--- src/rtl/mod_settings_loader.sv ---
// mod_settings_loader: polls the CPU request flag in the controller BRAM,
// reads the 12-word modulation configuration block into staging registers
// and publishes it atomically to the modulation engine with a 1-cycle UPDATE.
// Optional build macro: MOD_SETTINGS_LOADER_VALIDATE_EN (reject zero
// FREQ_DIV / CYCLE values and pulse ERR instead of committing).

package settings;
    typedef struct packed {
        logic             UPDATE;
        logic             REQ_RD_SEGMENT;
        logic [7:0]       TRANSITION_MODE;
        logic [63:0]      TRANSITION_VALUE;
        logic [1:0][14:0] CYCLE;
        logic [1:0][15:0] FREQ_DIV;
        logic [1:0][15:0] REP;
    } mod_settings_t;
endpackage

module mod_settings_loader #(
    parameter int         BRAM_LATENCY = 2,
    parameter logic [7:0] CTL_ADDR     = 8'h00,
    parameter logic [7:0] BASE_ADDR    = 8'h10
) (
    input  logic                   CLK,
    input  logic                   RST,
    output logic [7:0]             BRAM_ADDR,
    input  logic [15:0]            BRAM_DOUT,
    output settings::mod_settings_t MOD_SETTINGS,
    output logic                   BUSY,
    output logic                   ERR
);

    typedef enum logic [1:0] {IDLE, LOAD, DRAIN, COMMIT} state_t;

    localparam logic [3:0] LAST_IDX = 4'd11;
    localparam logic [2:0] LAT      = 3'(BRAM_LATENCY);
    localparam settings::mod_settings_t RESET_VAL = settings::mod_settings_t'({
        1'b0, 1'b0, 8'd0, 64'd0,
        {2{15'd1}}, {2{16'd10}}, {2{16'hFFFF}}});

    state_t                   state_reg, state_next;
    logic [3:0]               idx_reg, idx_next;
    logic [2:0]               idle_cnt_reg;
    logic                     hist_reg;
    logic [BRAM_LATENCY-1:0]  pipe_vld_reg;
    logic [BRAM_LATENCY-1:0][3:0] pipe_idx_reg;
    settings::mod_settings_t  stage_reg, stage_next;
    settings::mod_settings_t  out_reg;

    logic       poll_valid;
    logic       trig;
    logic       cap_vld;
    logic [3:0] cap_idx;
    logic       commit_now;
    logic       commit_ok;

    // Poll data is trusted only once the read pipeline holds CTL_ADDR returns
    assign poll_valid = (state_reg == IDLE) && (idle_cnt_reg == LAT);
    assign trig       = poll_valid && BRAM_DOUT[0] && !hist_reg;
    assign cap_vld    = pipe_vld_reg[BRAM_LATENCY-1];
    assign cap_idx    = pipe_idx_reg[BRAM_LATENCY-1];
    assign commit_now = (state_reg == DRAIN) && cap_vld && (cap_idx == LAST_IDX);

    assign BRAM_ADDR    = (state_reg == LOAD) ? (BASE_ADDR + {4'd0, idx_reg}) : CTL_ADDR;
    assign BUSY         = (state_reg != IDLE) || trig;
    assign MOD_SETTINGS = out_reg;

`ifdef MOD_SETTINGS_LOADER_VALIDATE_EN
    logic err_reg;

    assign commit_ok = (stage_next.FREQ_DIV[0] != 16'd0) && (stage_next.FREQ_DIV[1] != 16'd0)
                    && (stage_next.CYCLE[0] != 15'd0) && (stage_next.CYCLE[1] != 15'd0);
    assign ERR = err_reg;

    // One-cycle reject strobe in place of UPDATE when staged values are unusable
    always_ff @(posedge CLK) begin
        if (RST) begin
            err_reg <= 1'b0;
        end else begin
            err_reg <= commit_now && !commit_ok;
        end
    end
`else
    assign commit_ok = 1'b1;
    assign ERR       = 1'b0;
`endif

    // Next-state and word-index sequencing
    always_comb begin
        state_next = state_reg;
        idx_next   = idx_reg;
        case (state_reg)
            IDLE: begin
                idx_next = 4'd0;
                if (trig) state_next = LOAD;
            end
            LOAD: begin
                idx_next = idx_reg + 4'd1;
                if (idx_reg == LAST_IDX) state_next = DRAIN;
            end
            DRAIN: begin
                if (commit_now) state_next = COMMIT;
            end
            COMMIT: begin
                state_next = IDLE;
            end
            default: state_next = IDLE;
        endcase
    end

    // Steer the returning word into its staging field
    always_comb begin
        stage_next = stage_reg;
        if (cap_vld) begin
            case (cap_idx)
                4'd0:  stage_next.REQ_RD_SEGMENT         = BRAM_DOUT[0];
                4'd1:  stage_next.TRANSITION_MODE        = BRAM_DOUT[7:0];
                4'd2:  stage_next.TRANSITION_VALUE[15:0]  = BRAM_DOUT;
                4'd3:  stage_next.TRANSITION_VALUE[31:16] = BRAM_DOUT;
                4'd4:  stage_next.TRANSITION_VALUE[47:32] = BRAM_DOUT;
                4'd5:  stage_next.TRANSITION_VALUE[63:48] = BRAM_DOUT;
                4'd6:  stage_next.CYCLE[0]    = BRAM_DOUT[14:0];
                4'd7:  stage_next.CYCLE[1]    = BRAM_DOUT[14:0];
                4'd8:  stage_next.FREQ_DIV[0] = BRAM_DOUT;
                4'd9:  stage_next.FREQ_DIV[1] = BRAM_DOUT;
                4'd10: stage_next.REP[0]      = BRAM_DOUT;
                4'd11: stage_next.REP[1]      = BRAM_DOUT;
                default: ;
            endcase
        end
    end

    // FSM state, word index and IDLE dwell counter
    always_ff @(posedge CLK) begin
        if (RST) begin
            state_reg    <= IDLE;
            idx_reg      <= 4'd0;
            idle_cnt_reg <= 3'd0;
        end else begin
            state_reg <= state_next;
            idx_reg   <= idx_next;
            if (state_reg != IDLE) begin
                idle_cnt_reg <= 3'd0;
            end else if (idle_cnt_reg != LAT) begin
                idle_cnt_reg <= idle_cnt_reg + 3'd1;
            end
        end
    end

    // Flag history: last valid poll sample; forced high on commit so a held flag never re-fires
    always_ff @(posedge CLK) begin
        if (RST) begin
            hist_reg <= 1'b0;
        end else if (poll_valid) begin
            hist_reg <= BRAM_DOUT[0];
        end else if (state_reg == COMMIT) begin
            hist_reg <= 1'b1;
        end
    end

    // Delayed index pipeline matching the BRAM read latency
    always_ff @(posedge CLK) begin
        if (RST) begin
            pipe_vld_reg <= '0;
            pipe_idx_reg <= '0;
        end else begin
            pipe_vld_reg[0] <= (state_reg == LOAD);
            pipe_idx_reg[0] <= idx_reg;
            for (int i = 1; i < BRAM_LATENCY; i++) begin
                pipe_vld_reg[i] <= pipe_vld_reg[i-1];
                pipe_idx_reg[i] <= pipe_idx_reg[i-1];
            end
        end
    end

    // Staging registers and atomic publish; the last word is forwarded straight into the commit
    always_ff @(posedge CLK) begin
        if (RST) begin
            stage_reg <= RESET_VAL;
            out_reg   <= RESET_VAL;
        end else begin
            stage_reg      <= stage_next;
            out_reg.UPDATE <= 1'b0;
            if (commit_now && commit_ok) begin
                out_reg        <= stage_next;
                out_reg.UPDATE <= 1'b1;
            end
        end
    end

endmodule

--- config.mk ---
export PLATFORM = sky130hd
export DESIGN_NAME = mod_settings_loader
export DESIGN_NICKNAME = d
export VERILOG_FILES = /design/src/rtl/mod_settings_loader.sv
export SDC_FILE = /design/constraint.sdc
export NUM_CORES = 1
export LEC_CHECK = 0
export ABC_AREA = 1
export CORE_MARGIN = 2
export CORE_UTILIZATION = 58
export CTS_CLUSTER_DIAMETER = 120
export DETAILED_ROUTE_END_ITERATION = 10
export HOLD_SLACK_MARGIN = 0.12
export PLACE_DENSITY = 0.85
export SYNTH_ARGS = -nofsm -noshare
export SYNTH_HDL_FRONTEND = slang
export SYNTH_SLANG_ARGS = --single-unit
--- constraint.sdc ---
create_clock -name CLK -period 3.6 [get_ports CLK]
set_input_delay 0.72 -clock CLK [delete_from_list [all_inputs] [get_ports CLK]]
set_output_delay 0.72 -clock CLK [all_outputs]
set_load 0.03 [all_outputs]
; ---- Word level (Yosys, flattened, before mapping)
; Index checks and enable logic that the tools add are counted.
[totals]
in_bits = 18
wordCells = 85
output_inout_bits = 178
ff_bits = 355
[op_classes]
n_mux = 22
n_reduce_logical = 14
n_eq_ne = 20
n_addsub = 3
[ops]
columns = cell, count
row1 = $mux 168, 1
row2 = $mux 167, 1
row3 = $mux 16, 8
row4 = $mux 15, 2
row5 = $eq 4x4->1 const B, 5
row6 = $eq 4x3->1 const B, 4
row7 = $eq 4x2->1 const B, 2
row8 = $mux 8, 1
row9 = $pmux 2 s4, 1
row10 = $pmux 4 s2, 1
row11 = $add 5x4->6 const A, 1
row12 = $mux 2, 3
row13 = $mux 6, 1
row14 = $reduce_bool 2->1, 3
row15 = $logic_and 1x1->1, 5
row16 = $add 4x1->4 const B, 1
row17 = $eq 2x2->1 const B, 2
row18 = $eq 4x1->1 const B, 1
row19 = $logic_not 4->1, 1
row20 = $ne 2x2->1 const B, 2
row21 = $add 3x1->3 const B, 1
row22 = $eq 3x2->1 const B, 1
row23 = $mux 1, 3
row24 = $ne 3x2->1 const B, 1
row25 = other kinds (7), 7

; ---- Logic depth before layout (Yosys ltp)
; Gate-level depths: netlist of run 1.
[logic_depth]
depth_word = 6
mapped_depth = 10
depth_no_buf = 9

; ---- Least setup slack after synthesis of run 1
; OpenSTA, ideal clock, no wires.
[synth_timing]
kind = input-to-output
start = input port BRAM_DOUT[0]
end = output port BUSY
setup_slack_ns = 1.582
required_ns = 2.880
stages = 3
path_buffers = 1
arrival_ns = 1.298
cell_sequence = clkbuf_1 nand3_1 nand2_1
[synth_via]
elab_chain_len = 3
[synth_rtl]
columns = item, line
row1 = "start, declared", 27  ; input logic [15:0] BRAM_DOUT,
row2 = $logic_and 1x1->1 (2 in series), 59  ; assign trig = poll_valid && BRAM_DOUT[0] && !hist_reg;
row3 = $logic_or 1x1->1, 65  ; assign BUSY = (state_reg != IDLE) || trig;
row4 = "end, declared", 29  ; output logic BUSY,
; No other way between the ends.

; ---- Worst setup path in the final report of run 1
[layout_timing]
start = register state_reg[1]
end = output port BUSY
[layout_via]
elab_chain_len = 5
word_cells_on_any_way = 6
cone_classes = 6 x reduce/logical
[layout_rtl]
columns = item, line
row1 = "start, declared", 41  ; state_t state_reg, state_next;
row2 = "start signal, assigned", 140  ; state_reg <= state_next;
row3 = $logic_not 2->1, 58  ; assign poll_valid = (state_reg == IDLE) && (idle_cnt_reg == LAT);
row4 = $logic_and 1x1->1, 58
row5 = $logic_and 1x1->1 (2 in series), 59
row6 = $logic_or 1x1->1 *, 65
; Mark *: on every way between the ends. The rest lies on a longest branch, timed or not.

==> impl_results.md, run 1 <==
* Boundary Pins at roughly 200
* Wire per inst at roughly 16 um
* Measured slew at the worst slew-check pin at between 1 and 1.5 ns
* CP startpoint kind: flop
* RSZ-0062 raised after global routing: false
* Global-route wire length before repair at 53.5 mm
* CTS tree: yes
* Clock insertion delay at the later pin of the skew report at slightly above 0.5 ns
* Die Area at 23600 um^2
* Synth Instances at between 1500 and 2000
* Largest net degree at the start of global routing at 164
* Tmin final at ~3.1 ns
* Routed wire length at ~34 mm
* Layout Skew at just over 0.02 ns
* CTS-repair resized insts at 0
* Post-DRT Antenna Nets at 0
* Most common cell after layout, fill and taps aside: nand2_1
* I/O Buffers at 191
* Max Cap Viol at 0
* Pre-CTS WS at between 0.6 and 0.7 ns
* Crit Path Max Fanout at 5
* Antenna violations before repair at 0
* Pwr dens at 486 nW/um^2
* DRT iter0 DRCs at 966
* Internal power at around 6000 uW
* NumNets Final at 1844
* Root Buffer: clkbuf_16
* H-tree depth at 2
* Max reg flops at between 150 and 200
* Initial Util at 59.3%
* Most frequent CP cell: inv_1
* Max-slew violations at 0
* Fin crit share at 87.0%
* Final setup viols at 0
* TritonRoute pass-1 iters at 5
* Yosys warnings at 0
* Num CTS Buffers at 34
* GRT Util Overall at 28.0%
* CP max stage delay at 0.71 ns
* Post-CTS Setup Inserts at 0
* Layout cells sized above 1 at between 3 and 4%
* Vias in the first global route at 10500
* Core Util, Final at about three quarters
* Critical path capture point type: primary output
* Post-detailed-route DRC marker count at 0
* Setup TNS at 0 ns
* Clk pwr share at 44.6%
* Max rail drop VDD at ~0.42 mV
* Synthesized area at approximately 13000 um^2
* Die Wd at 154 um
* Flop pwr share at 49.1%
* Die Y at between 150 and 200 um
* Switching share of power at between 20% and 30%
* Max-slew headroom at between 20 and 30%
* Tot Pwr at just under 8000 uW
* CTS clk-pin slew, worst paths at 0.06 ns
* P_leak at a little under 0.007 uW
* Number of synthesized register bits at about 340
* Hold-fix buffers, CTS at 0
* Worst Hold Class: flop to flop
* Core footprint at ~22000 um^2
* Antenna cells at 0
* Via count at about 11000
* Setup Crit Path Kind: flop to primary output
* DP Wirelength at approximately 21 mm
* Syn Area/Cell at slightly below 8 um^2
* Slowest CP cell: clkdlybuf4s50_1
* Final Hold Viols at 0
* Register area share after synthesis at a little over half
* Rows at 54
* Count of cell types in the netlist at 32
* Routed vias/inst at 5.34
* F_max at between 300 and 400 MHz
* Worst-case hold slack at 0.408 ns
* CTS max path bufs at 3
* Most frequent cells in the layout: nand2_1, dfxtp_1, inv_1
* Final RePlAce weighted congestion at 0.846
* Outcome: finished clean
* Cells along the critical path: inv_1, ha_1, inv_1, nor2_1, nand3_1, nand2_1, clkdlybuf4s50_1
* Psw at approximately 1800 uW
* CTS Sinks at 339
* Combinational Power Share at 6.3%
* GRT Residual Overflow at 0
* CP Data Arrival Time at about 2.4 ns
* WP data required at approximately 2.9 ns
* Synth-to-Final Area Change at 23.2%
* Final worst setup slack at 0.468 ns
[stage by stage]
step	cells	cell area [um^2]
after floorplan	1688	13000
final	2119	16000
after CTS	2119	16000
after detailed placement	2062	14900
after global routing	2119	16000
after global placement	2062	14900
[Yosys cell counts (all sizes together)]
cell	n	area (um^2)
nand2	348	1310
dfxtp	339	6790
inv	241	905
o21ai	191	956
a21oi	142	711
nor2	92	353
o21a	74	556
nand3	69	345
clkbuf	59	223
buf	51	278
and2	41	257
o211ai	16	120
ha	8	100
nor3	3	20.0
a211oi	2	15.0
or2	2	12.5
a31oi	1	6.26
a32o	1	10.0
clkinv	1	5.00
conb	1	3.75
nand4	1	6.26
o22ai	1	6.26
xnor2	1	8.76
[routing by layer]
| metal | GRT usage (%) | wire length [um] | vias to the layer above |
|---|---|---|---|
| met5 | 0 | 0 | - |
| met4 | 13.5 | 1750 | 0 |
| met3 | 6.40 | 2930 | 107 |
| met2 | 45.2 | 15600 | 475 |
| met1 | 35.4 | 13900 | 5185 |
| li1 | - | - | 5556 |
[worst max-delay path: cells and delay by family, from the launching register on]
| kind | cells | cell delay [ns] |
|---|---|---|
| fa+ha+maj | 1 | 0.22 |
| buf+inv | 3 | 0.93 |
| flops | 1 | 0.34 |
| simple gates | 3 | 0.43 |
[cell type report]
class,count,area [um^2]
sequential,339,6790
clock inverter,6,83.8
timing repair buffer,204,2060
clock buffer,51,996
tap,280,350
multi-input combinational,997,4810
inverter,242,913
fill,1678,5890
[power by group through the flow]
stage | clock network (uW) | registers (uW) | logic [uW]
after global routing | 3660 | 3820 | 533
final | 3470 | 3820 | 489
after detailed placement | 0 | 3900 | 478
after CTS | 3500 | 3820 | 482
after global placement | 0 | 3900 | 464
after floorplan | 0 | 3890 | 310
[kinds of logic after synthesis]
kind of cell	share of synthesized area, %
xor+xnor	0.0674
compound gates	18.3
flops	52.2
simple gates	17.7
other cells	0.0289
buf+inv	10.9
fa+ha+maj	0.771
[worst paths after layout]
path | startpoint | to | slack (ns) | cells after the start
worst max-delay path | state_reg[1] | BUSY | 0.47 | 7
worst min-delay path | pipe_idx_reg[3] | cap_idx[3] | 0.41 | 2
worst max register to register | pipe_vld_reg[1] | MOD_SETTINGS[10] | 1.13 | 9
worst min register to register | pipe_idx_reg[3] | cap_idx[3] | 0.41 | 2
No activity file was read; power rests on OpenSTA's default activity.
==> run 2: changes to the inputs <==
CORE_ASPECT_RATIO = 0.5   (was unset)
CORE_MARGIN = unset   (was 2)
CORE_UTILIZATION = 54   (was 58)
PLACE_DENSITY = 0.8   (was 0.85)
clock period = 2.9 ns   (was 3.6 ns; I/O delays follow)
==> impl_results.md, run 2 (synthesis gave the netlist of run 1 again) <==
* Max-slew violations at 0
* Crit Path Max Fanout at 8
* Via count at between 10000 and 15000
* RSZ-0062 raised after global routing: false
* Worst reg2reg path depth at 8
* Antenna cells at 0
* CP top delay family: buffers and inverters
* Tmin final at 2.75 ns
* Rows at 39
* H-tree depth at 1
* Boundary Pins at 196
* Launching point of the worst reg2reg path: cap_idx[0]
* Tot Pwr at around 9100 uW
* Pwr dens at between 500 and 600 nW/um^2
* Critical path capture point type: primary output
* Most common cell after layout, fill and taps aside: nand2_1
* P_leak at slightly below 0.007 uW
* Max reg flops at approximately 170
* DRT iter0 DRCs at roughly 1300
* Vias in the first global route at 9804
* WP data required at roughly 2.3 ns
* Max rail drop VDD at around 0.38 mV
* Fin crit share at between 90 and 100%
* Clock insertion delay at the later pin of the skew report at ~0.55 ns
* CP startpoint kind: flop
* CTS Sinks at about 340
* Pre-CTS WS at between 0.7 and 0.8 ns
* CTS max path bufs at 3
* CP max stage delay at between 0.6 and 0.7 ns
* Die Area at about 25000 um^2
* Routed vias/inst at just over 5
* Antenna violations before repair at 0
* GRT Util Overall at between 20% and 30%
* FF-to-FF End: MOD_SETTINGS[86]
* Die Y at about 110 um
* Die Wd at 221 um
* Global-route wire length before repair at ~53 mm
* Routed wire length at roughly 33 mm
* Wire per inst at around 15 um
* Most frequent CP cell: inv_1
* Final worst setup slack at around 0.15 ns
* CTS clk-pin slew, worst paths at 0.07 ns
* Num CTS Buffers at 29
* Reg-to-reg slack, setup at ~0.75 ns
* Post-CTS Setup Inserts at 0
* Post-detailed-route DRC marker count at 0
* Slowest CP cell: clkdlybuf4s50_1
* F_max at 364 MHz
* Max-slew headroom at roughly two fifths
* CTS tree: yes
* I/O Buffers at 191
* Root Buffer: clkbuf_16
* Max Cap Viol at 0
* Largest net degree at the start of global routing at 164
* Post-DRT Antenna Nets at 0
* TritonRoute pass-1 iters at 7
* Layout Skew at 0.00622 ns
* Worst Hold Class: flop to flop
* Setup Crit Path Kind: flop to primary output
* Hold_sp: pipe_idx_reg[3]
* Hold-fix buffers, CTS at 0
* Measured slew at the worst slew-check pin at 0.895 ns
* Synth-to-Final Area Change at 23.4%
* GRT Residual Overflow at 0
* DP Wirelength at roughly 21 mm
* Setup TNS at 0 ns
* Final Hold Viols at 0
* Final setup viols at 0
* Layout cells sized above 1 at under 10%
* Worst Hold Path EP: cap_idx[3]
* Buf+Inv Stages, Crit Path at 3
* Most frequent cells in the layout: nand2_1, dfxtp_1, inv_1
* Cells along the critical path: inv_1, ha_1, nand2_1, inv_1, clkdlybuf4s50_1
* CTS-repair resized insts at 0
* Final RePlAce weighted congestion at between 0.8 and 0.9
* Hold depth at 2
* Outcome: finished clean
* NumNets Final at approximately 1900
* Initial Util at approximately 56%
* Core footprint at about 23000 um^2
* CP Data Arrival Time at between 2 and 2.5 ns
-- run 2: changes by cell type in the layout (fill, tap and decap cells not counted), sizes merged --
cell	delta
clkinv	+3
clkbuf	-7
inv	-1
bufinv	-2
clkinvlp	+2
buf	+18
clkdlybuf4s50	-1
-- run 2: worst min-delay path, stage by stage (launching register included) --
cell and delay (ns):
dfxtp_1 0.30, inv_1 0.04, nor2_1 0.03
-- run 2: worst max path at each step --
stage | startpoint | to | slack [ns] | cells after the start
after floorplan | state_reg[1] | BRAM_ADDR[2] | 1.14 | 4
after global placement | state_reg[1] | BRAM_ADDR[0] | 0.77 | 5
after detailed placement | state_reg[1] | BRAM_ADDR[0] | 0.76 | 5
after CTS | state_reg[1] | BRAM_ADDR[0] | 0.15 | 5
after global routing | state_reg[1] | BRAM_ADDR[0] | 0.06 | 5
final | state_reg[1] | BRAM_ADDR[0] | 0.15 | 5
-- run 2: final cells by class --
type	count	area, um^2
clock buffers	44	862
clock inverters	8	45.0
fillers	1899	7190
inverters	242	913
multi-input cells	997	4810
flip-flops and latches	339	6790
well taps	307	384
repair buffers	221	2240
-- run 2: metal layers --
layer | global-route usage (%) | vias up | part of all wire [%]
li1 | - | 5582 | -
met1 | 37.6 | 5069 | 45
met2 | 42.2 | 324 | 46
met3 | 4.43 | 58 | 6.5
met4 | 7.69 | 0 | 2.4
met5 | 0 | - | 0
-- run 2: power breakdown --
part           total (uW)  switching (uW)  internal, uW
registers            4740            34.1          4700
logic                 659             449           210
clock network        3750            1700          2040
total                9140            2190          6960
-- run 2: stage by stage --
step	hold WS [ns]	area [um^2]	std cells	utilization, %
finish	0.401	16000	2158	69.0
global route	0.426	16000	2158	69.0
CTS	0.401	16000	2158	69.0
detailed placement	0.392	15100	2106	65.1
global placement	0.393	15100	2106	65.1
floorplan	0.388	13000	1688	-
==> run 3: changes to the inputs <==
CORE_UTILIZATION = 58   (was 54)
PLACE_DENSITY = 0.85   (was 0.8)
clock period = 3.5 ns   (was 2.9 ns; I/O delays follow)
==> impl_results.md, run 3 (synthesis gave the netlist of run 1 again) <==
* Routed wire length at roughly 33 mm
* Switching share of power at around 23%
* Clk pwr share at between 40% and 50%
* Most frequent cells in the layout: nand2_1, dfxtp_1, inv_1
* Most common cell after layout, fill and taps aside: nand2_1
* Final RePlAce weighted congestion at approximately 0.86
* CTS clk-pin slew, worst paths at 0.06 ns
* Antenna cells at 0
* Wire per inst at approximately 16 um
* FF-to-FF End: MOD_SETTINGS[55]
* Vias in the first global route at approximately 10000
* Psw at 1790 uW
* Max-slew violations at 0
* Max rail drop VDD at between 0.5 and 0.6 mV
* DRT iter0 DRCs at 1119
* Die Wd at 214 um
* Boundary Pins at just under 200
* I/O Buffers at ~190
* Max Cap Viol at 0
* Reg-to-reg slack, setup at 1.10 ns
* CP startpoint kind: flop
* Num CTS Buffers at 28
* Post-detailed-route DRC marker count at 0
* F_max at 330 MHz
* # placed instances at about 2100
* CTS tree: yes
* Max reg flops at around 170
* Rows at 38
* Die Y at about 110 um
* CTS Sinks at roughly 340
* Measured slew at the worst slew-check pin at 1.09 ns
* Worst-case hold slack at 0.407 ns
* Initial Util at 59.5%
* Post-CTS Setup Inserts at 0
* Clock insertion delay at the later pin of the skew report at 0.56 ns
* Post-route cell area at around 16000 um^2
* TritonRoute pass-1 iters at 6
* Crit Path Max Fanout at 5
* Max-slew headroom at between 20% and 30%
* Layout Skew at about 0.019 ns
* Tmin final at 3.03 ns
* Internal power at 5970 uW
* Placed Area at between 10000 and 15000 um^2
* Synth-to-Final Area Change at 22.9%
* Setup TNS at 0 ns
* Via count at between 10000 and 15000
* GRT Util Overall at 28.8%
* Root Buffer: clkbuf_16
* Post-DRT Antenna Nets at 0
* Flop pwr share at 50.6%
* Worst Hold Class: flop to flop
* CP Data Arrival Time at 2.33 ns
* Core footprint at about 22000 um^2
* Pwr dens at just under 500 nW/um^2
* Hold-fix buffers, CTS at 0
* Fin crit share at between 80 and 90%
* Global-route wire length before repair at 52.0 mm
* Antenna violations before repair at 1
* Launch point of the worst path: state_reg[0]
* CTS max path bufs at 3
* Outcome: finished clean
* P_leak at about 0.0068 uW
* Layout cells sized above 1 at 4.13%
* Launching point of the worst reg2reg path: cap_idx[0]
* Setup Crit Path Kind: flop to primary output
* Final Hold Viols at 0
* CTS-repair resized insts at 0
* GRT Residual Overflow at 0
* Critical path capture point type: primary output
* WP data required at approximately 2.8 ns
* NumNets Final at roughly 1800
* Core Util, Final at between 70% and 80%
* Routed vias/inst at 5.31
* Combinational Power Share at under 10%
* Largest net degree at the start of global routing at approximately 160
* RSZ-0062 raised after global routing: false
* DP Wirelength at slightly above 20 mm
* Die Area at 23000 um^2
* Worst Setup EP: BUSY
* H-tree depth at 1
* Post-route insts no fill at roughly 2100
* Final setup viols at 0
* Worst reg2reg path depth at 8
## run 3: cell types whose count changed in the layout (fill, tap and decap cells not counted)
| cell | previous run | this run |
|---|---|---|
| clkinvlp_4 | 2 | 3 |
| clkbuf_8 | 8 | 2 |
| nor2_2 | 4 | 3 |
| buf_4 | 23 | 15 |
| nor2_1 | 88 | 89 |
| clkbuf_1 | 7 | 5 |
| bufinv_16 | 0 | 5 |
| clkdlybuf4s50_1 | 189 | 190 |
| buf_12 | 8 | 4 |
## run 3: area by class of cell
class / count / area, um^2
flip-flops and latches: 339 / 6790
fillers: 1677 / 5860
multi-input cells: 997 / 4810
repair buffers: 210 / 2110
inverters: 242 / 913
clock buffers: 36 / 772
well taps: 300 / 375
clock inverters: 14 / 203
## run 3: worst min path at each step
| stage | startpoint | depth (start not counted) | to |
|---|---|---|---|
| floorplan | pipe_idx_reg[0] | 2 | cap_idx[0] |
| global placement | pipe_idx_reg[3] | 2 | cap_idx[3] |
| detailed placement | pipe_idx_reg[3] | 2 | cap_idx[3] |
| CTS | pipe_idx_reg[3] | 2 | cap_idx[3] |
| global route | pipe_idx_reg[0] | 2 | cap_idx[0] |
| finish | pipe_idx_reg[3] | 2 | cap_idx[3] |
## run 3: through the flow
stage	setup slack [ns]	power, uW
3_5_place_dp	0.776	4500
5_1_grt	0.354	8030
4_1_cts	0.454	7790
3_3_place_gp	0.763	4490
2_1_floorplan	1.52	4320
6_report	0.471	7760
## run 3: power groups by stage
stage	combinational [uW]	sequential (uW)	clock [uW]
after global placement	480	4010	0
after CTS	494	3920	3370
final	500	3920	3340
after detailed placement	489	4010	0
after floorplan	319	4010	0
after global routing	550	3930	3550
## run 3: routing by layer
metal	track usage, %	vias to the layer above	part of all wire [%]
li1	-	5570	-
met1	39.0	5291	44
met2	46.2	407	46
met3	4.55	79	7.3
met4	11.5	0	3.5
met5	0	-	0
## run 3: critical path, stage by stage, from the launching register on
cell and delay (ns):
dfxtp_1 0.34, inv_1 0.12, ha_1 0.22, inv_1 0.11, nor2_1 0.14, nand3_1 0.08, nand2_1 0.10, clkdlybuf4s50_1 0.68
